[config.mk]
export PLATFORM = sky130hd
export DESIGN_NAME = clk_div_ctrl
export DESIGN_NICKNAME = d
export VERILOG_FILES = /design/src/rtl/clk_div_pkg.sv /design/src/rtl/clk_div_core.sv /design/src/rtl/clk_div_ctrl.sv
export SDC_FILE = /design/constraint.sdc
export NUM_CORES = 1
export LEC_CHECK = 0
export ABC_AREA = 1
export CAP_MARGIN = 20
export CORE_MARGIN = 1.5
export CORE_UTILIZATION = 57
export CTS_CLUSTER_SIZE = 25
export DETAILED_ROUTE_END_ITERATION = 8
export GPL_TIMING_DRIVEN = 1
export PLACE_DENSITY_LB_ADDON = 0.2
export SYNTH_ARGS = -nofsm -noshare
export SYNTH_HDL_FRONTEND = slang
export SYNTH_SLANG_ARGS = --single-unit
export TNS_END_PERCENT = 5
[constraint.sdc]
create_clock -name clk1 -period 2.95 [get_ports clk1]
set_input_delay 0.295 -clock clk1 [delete_from_list [all_inputs] [get_ports clk1]]
set_output_delay 0.295 -clock clk1 [all_outputs]
set_load 0.05 [all_outputs]
[src/rtl/clk_div_pkg.sv]
// rtl/clk_div_pkg.sv - shared state encoding and limits for the clk1 divider controller
package clk_div_pkg;

   typedef enum logic [1:0] {OFF, RUN, SWITCH} state_t;

   localparam int MIN_DIV = 2;

endpackage

[src/rtl/clk_div_core.sv]
// rtl/clk_div_core.sv - period counter, divisor register and registered clk2/clk2_en generation
module clk_div_core #(
   parameter int               DIV_W = 8,
   parameter logic [DIV_W-1:0] RST_N = 2
) (
   input  logic             clk1,
   input  logic             rst,
   input  logic             go,
   input  logic             start,
   input  logic             ld,
   input  logic [DIV_W-1:0] n_in,
   output logic             wrap,
   output logic [DIV_W-1:0] n,
   output logic             clk2,
   output logic             clk2_en
);

   logic [DIV_W-1:0] cnt;
   logic [DIV_W-1:0] cnt_nx;

   assign wrap   = (cnt == n - 1'b1);
   assign cnt_nx = wrap ? '0 : cnt + 1'b1;

   // clk2 is registered from the next count, so high phase spans cnt 0..floor(N/2)-1
   always_ff @(posedge clk1 or posedge rst) begin
      if (rst) begin
         cnt     <= '0;
         n       <= RST_N;
         clk2    <= 1'b0;
         clk2_en <= 1'b0;
      end else begin
         if (!go) begin
            cnt     <= '0;
            clk2    <= 1'b0;
            clk2_en <= 1'b0;
         end else if (start) begin
            cnt     <= '0;
            clk2    <= 1'b1;
            clk2_en <= 1'b1;
         end else begin
            cnt     <= cnt_nx;
            clk2    <= (cnt_nx < (n >> 1));
            clk2_en <= wrap;
         end
         if (ld)
            n <= n_in;
      end
   end

endmodule

[src/rtl/clk_div_ctrl.sv]
// rtl/clk_div_ctrl.sv - divider FSM, divisor handshake and optional period monitor
// Optional monitor ports enabled by CLK_DIV_CTRL_PERIOD_MON_EN.
module clk_div_ctrl
   import clk_div_pkg::*;
#(
   parameter int DIV_W   = 8,
   parameter int DEF_DIV = 2
) (
   input  logic             clk1,
   input  logic             rst,
   input  logic             en,
   input  logic [DIV_W-1:0] div_val,
   input  logic             div_valid,
   output logic             div_ready,
   output logic             clk2,
   output logic             clk2_en,
   output logic             locked,
`ifdef CLK_DIV_CTRL_PERIOD_MON_EN
   output logic [DIV_W-1:0] meas_period,
   output logic             period_err,
`endif
   output logic             busy
);

   localparam logic [DIV_W-1:0] MIN_N = DIV_W'(MIN_DIV);
   localparam logic [DIV_W-1:0] DEF_N = (DEF_DIV < MIN_DIV) ? MIN_N : DIV_W'(DEF_DIV);

   state_t           state;
   logic [DIV_W-1:0] n_pend;
   logic [DIV_W-1:0] n;
   logic [DIV_W-1:0] dv;
   logic [DIV_W-1:0] n_in;
   logic             acc, go, start, ld, wrap;

   assign acc = div_valid & div_ready;
   assign dv  = (div_val < MIN_N) ? MIN_N : div_val;

   // A pending divisor is applied either at the old period's last cycle or on dropping en
   always_comb begin
      go    = en;
      start = 1'b0;
      ld    = 1'b0;
      n_in  = dv;
      case (state)
         OFF: begin
            start = en;
            ld    = acc;
         end
         RUN: begin
            ld = acc & ~en;
         end
         SWITCH: begin
            start = en & wrap;
            ld    = ~en | wrap;
            n_in  = n_pend;
         end
         default: begin
            go = 1'b0;
         end
      endcase
   end

   always_ff @(posedge clk1 or posedge rst) begin
      if (rst) begin
         state     <= OFF;
         n_pend    <= DEF_N;
         locked    <= 1'b0;
         busy      <= 1'b0;
         div_ready <= 1'b1;
      end else begin
         case (state)
            OFF: begin
               locked <= 1'b0;
               if (en)
                  state <= RUN;
            end
            RUN: begin
               if (!en) begin
                  state  <= OFF;
                  locked <= 1'b0;
               end else begin
                  if (wrap)
                     locked <= 1'b1;
                  if (acc) begin
                     state     <= SWITCH;
                     n_pend    <= dv;
                     busy      <= 1'b1;
                     div_ready <= 1'b0;
                  end
               end
            end
            SWITCH: begin
               if (!en || wrap) begin
                  state     <= en ? RUN : OFF;
                  locked    <= 1'b0;
                  busy      <= 1'b0;
                  div_ready <= 1'b1;
               end
            end
            default: begin
               state     <= OFF;
               locked    <= 1'b0;
               busy      <= 1'b0;
               div_ready <= 1'b1;
            end
         endcase
      end
   end

   clk_div_core #(.DIV_W(DIV_W), .RST_N(DEF_N)) u_core (
      .clk1    (clk1),
      .rst     (rst),
      .go      (go),
      .start   (start),
      .ld      (ld),
      .n_in    (n_in),
      .wrap    (wrap),
      .n       (n),
      .clk2    (clk2),
      .clk2_en (clk2_en)
   );

`ifdef CLK_DIV_CTRL_PERIOD_MON_EN
   logic [DIV_W-1:0] since;
   logic [DIV_W-1:0] n_at;
   logic             seen;

   // Periods whose divisor changed between pulses are not judged
   always_ff @(posedge clk1 or posedge rst) begin
      if (rst) begin
         since       <= '0;
         n_at        <= '0;
         seen        <= 1'b0;
         meas_period <= '0;
         period_err  <= 1'b0;
      end else if (state == OFF) begin
         since      <= '0;
         seen       <= 1'b0;
         period_err <= 1'b0;
      end else if (clk2_en) begin
         seen  <= 1'b1;
         since <= DIV_W'(1);
         n_at  <= n;
         if (seen) begin
            meas_period <= since;
            if (n_at == n && since != n)
               period_err <= 1'b1;
         end
      end else if (since != '1) begin
         since <= since + 1'b1;
      end
   end
`else
   logic unused_mon;
   assign unused_mon = ^n;
`endif

endmodule
==> results.yml <==
critical_path:
  crit-reg2reg-capture: "u_core.clk2"
  worst_ep_required_time_ns: 3.23
  critical_path_arrival_ns: 2.84
  crit_path_end: "u_core.clk2"
  cp_max_fo: 10
  critical-path-top-delay-family: "simple AND/OR/NAND/NOR gates"
  worst-r2r-cell-count: 18
  critical_path_buf_inv_count: 3
  cell_chain_critical_path: "inv_1 -> ha_1 -> inv_1 -> nand2_1 -> nand2_1 -> nand2_1 -> nor2_1 -> nand3_1 -> nor2_2 -> nand2_4 -> nand3_1 -> inv_1 -> ha_1 -> a21oi_1 -> o21ai_0 -> a21oi_1 -> nand2_1 -> nand2_1"
  critical_path.max_stage_delay_ns: 0.57
  crit_start: "u_core.n[1]"
  worst_setup_end_kind: "flip-flop"
  timing.setup.critical_path_class: "reg2reg"
  reg2reg_from: "u_core.n[1]"
  cp.depth: 18
  cpMostUsedCell: "nand2_1"
  cp_slowest_cell: "dfstp_2"
  startpoint_type: "flip-flop"
  setup_slack_of_the_worst_register_to_register_path_ns: 0.39
place:
  dp.final_hpwl_microns: 2964
  placedCellCount: 312
  place_ws_ns: 0.4331
  place.port_buffers: 16
  place.gp.congestion: 0.8952
synth:
  synth_cells: 251
  yosysUniqueCellTypes: 35
  syn_nets: 271
  yosysWarnings: 0
  share_of_the_yosys_chip_area_belonging_to_registers_pct: 39.83
  ys_seq_elements: 31
  postSynthAreaPerCell_sq_um: 7.796
  syn_area_sq_um: 1957
routing:
  m1WireLength_microns: 1846
  routed_wire_length_per_instance_microns: 12.33
  detailedRoute.firstPassIterationCount: 5
  route.top_layer_used: "met4"
  postRouteAntennaNets: 0
  first_iteration_detailed_routing_drc_count: 96
  detail_route.drc_violations: 0
  detail_route.vias_per_cell: 5.069
  route.final.wire_length_microns: 3946
  wl_met3_microns: 142
  dr_total_vias: 1622
  route.met2.wl_microns: 1873
sta:
  totalNegativeSetupSlack_ns: 0
  timing.final.ws_setup_ns: 0.3923
  slew_headroom_pct: 49.21
  timing.final.hold_violations: 0
  fmaxAchievable_ghz: 0.3910
  rsz0062_at_grt: "no"
  tightest_slew_ns: 0.7610
  final-max-slew-violation-count: 0
  final_min_period_over_clock_period_pct: 86.70
  time_the_final_worst_path_needs_with_i_o_delays_and_setup_ns: 2.558
  clock_skew_ns: 0.01123
  report.final.setup_viol: 0
clocking:
  post_cts_resize_count: 0
  clockBufferDepth: 2
  h-tree-depth: 2
  post_cts_hold_buffer_count: 0
  root_buffer: "clkbuf_4"
  post_cts.repair.setup_buffers: 0
  clock_tree_from_tritoncts: "yes"
  clock_latency_ns: 0.34
  clk_pin_slew_ns: 0.11
  cts_sinks: 31
  numCtsBuffers: 5
grt:
  first_global_vias: 1463
  grt_antenna_before_repair: 0
  wire_length_of_the_first_global_routing_pass_microns: 6734
  grtUsageTotal_pct: 24.65
  grt-ovfl-total: 0
  pin_count_of_the_biggest_net_entering_global_routing: 21
floorplanning:
  die_area_sq_um: 3793
  die-height_microns: 61.59
  std_cell_rows: 21
  initial_utilization_pct: 59.11
  num_io_pins: 17
  placeableCoreArea_sq_um: 3311
  die_x_microns: 61.59
run:
  drv_cap: 0
finish:
  synthToLayoutAreaGrowth_pct: 14.83
  post_route_cells_drive_above_1_share_pct: 16.06
  final_cell_count_no_fill: 320
  final_core_density_pct: 67.88
  antenna_cells: 0
  num-nets-final: 293
pwr:
  power.density_nw_per_um2: 874.8
  power.leakage_uw: 0.001119
  ir_worst_vdd_uv: 745.4
  design_power_total_uw: 1966
run_status:
  run_status: "completed"
hold_path:
  worstHoldPathType: "in2async"
## logic make-up after synthesis
kind of cell / share of synthesized area [%]
AND/OR/NAND/NOR: 27.62
AO/OA/AOI/OAI: 14.83
adder cells (fa/ha/maj): 5.115
flip-flops: 39.83
XOR/XNOR: 2.685
buffers and inverters: 9.910
## worst min-delay path by stage
stage,startpoint,end,slack [ns],cells past startpoint
floorplan,rst,busy,0.40,1
global placement,busy,busy,0.46,2
detailed placement,busy,busy,0.47,2
CTS,rst,n_pend[6],0.40,2
global route,rst,n_pend[0],0.45,2
finish,rst,n_pend[0],0.38,2
## power by group
group / switching [uW] / total, uW / internal [uW] / leakage, uW
Combinational: 608 / 941 / 333 / 0.000681
Clock: 156 / 357 / 200 / 0.0000482
Sequential: 86.4 / 668 / 582 / 0.000389
Total: 851 / 1970 / 1110 / 0.00112
## sequential cells by signal, summed over array words and instances, names as in the netlist
signal          cells
n_pend              8
u_core.cnt          8
u_core.n            8
state               2
busy                1
div_ready           1
locked              1
u_core.clk2         1
u_core.clk2_en      1
## final cells by class
cell class | count | area [sq um]
fillers | 286 | 1064
clock buffers | 6 | 51.30
inverters | 42 | 165.2
multi-input cells | 175 | 983.4
well taps | 46 | 57.56
flip-flops and latches | 31 | 779.5
clock inverters | 2 | 35.03
repair buffers | 18 | 175.2
## layer usage
layer | global-route usage, % | up-vias
met5 | 0 | -
met4 | 8.815 | 0
met3 | 5.042 | 10
met2 | 37.29 | 33
met1 | 35.16 | 738
li1 | - | 841
## synthesized netlist by cell type, drive strengths merged
cell | count | share of area, %
dfstp | 3 | 4.0
nand4 | 1 | 0.32
dfrtp | 28 | 36
nand3 | 10 | 2.8
o21ai | 25 | 9.1
o31ai | 1 | 0.38
xnor2 | 2 | 0.90
xor2 | 4 | 1.8
nand2 | 72 | 15
nor3 | 7 | 1.8
a21boi | 1 | 0.38
and3 | 1 | 0.32
nor2 | 27 | 6.1
o211ai | 8 | 3.6
ha | 8 | 5.1
a21oi | 4 | 1.0
clkbuf | 1 | 0.19
inv | 42 | 8.4
nor4 | 2 | 0.64
or2 | 1 | 0.32
buf | 2 | 1.3
a21o | 1 | 0.38
## placed cells by master (no fill, tap or decap)
master and n:
o31ai_1 1, o21ai_2 8, clkdlybuf4s50_1 16, a21boi_0 1, buf_4 2, nand2_4 3
o211ai_2 2, o21ai_4 2, o21ai_0 14, xor2_1 4, o211ai_1 6, nand3_2 1
clkinv_2 1, clkbuf_8 1, nor4_1 2, clkbuf_4 5, or2_2 1, nor2_1 22
inv_2 4, and3_1 1, inv_4 1, inv_6 1, nor3_1 7, nor2_4 1
a21oi_1 4, bufinv_16 1, dfstp_2 3, nand4_1 1, o21ai_1 1, ha_1 8
nand2_1 66, a21o_1 1, dfrtp_1 28, nand3_1 9, inv_1 36, nor2_2 4
xnor2_1 2, nand2_2 3
## worst register-to-register path: cells and delay by family (launching register included)
kind,cells,cell delay (ns)
AO/OA/AOI/OAI,3,0.35
adder cells (fa/ha/maj),2,0.57
buffers and inverters,3,0.19
flip-flops,1,0.57
AND/OR/NAND/NOR,10,0.82
## through the flow
| step | hold WS, ns | instance area [sq um] |
|---|---|---|
| after global placement | 0.4582 | 2161 |
| final | 0.3763 | 2247 |
| after detailed placement | 0.4699 | 2161 |
| after floorplan | 0.3963 | 1957 |
| after CTS | 0.4001 | 2247 |
| after global routing | 0.4471 | 2247 |
(Power assumes the default switching activity.)
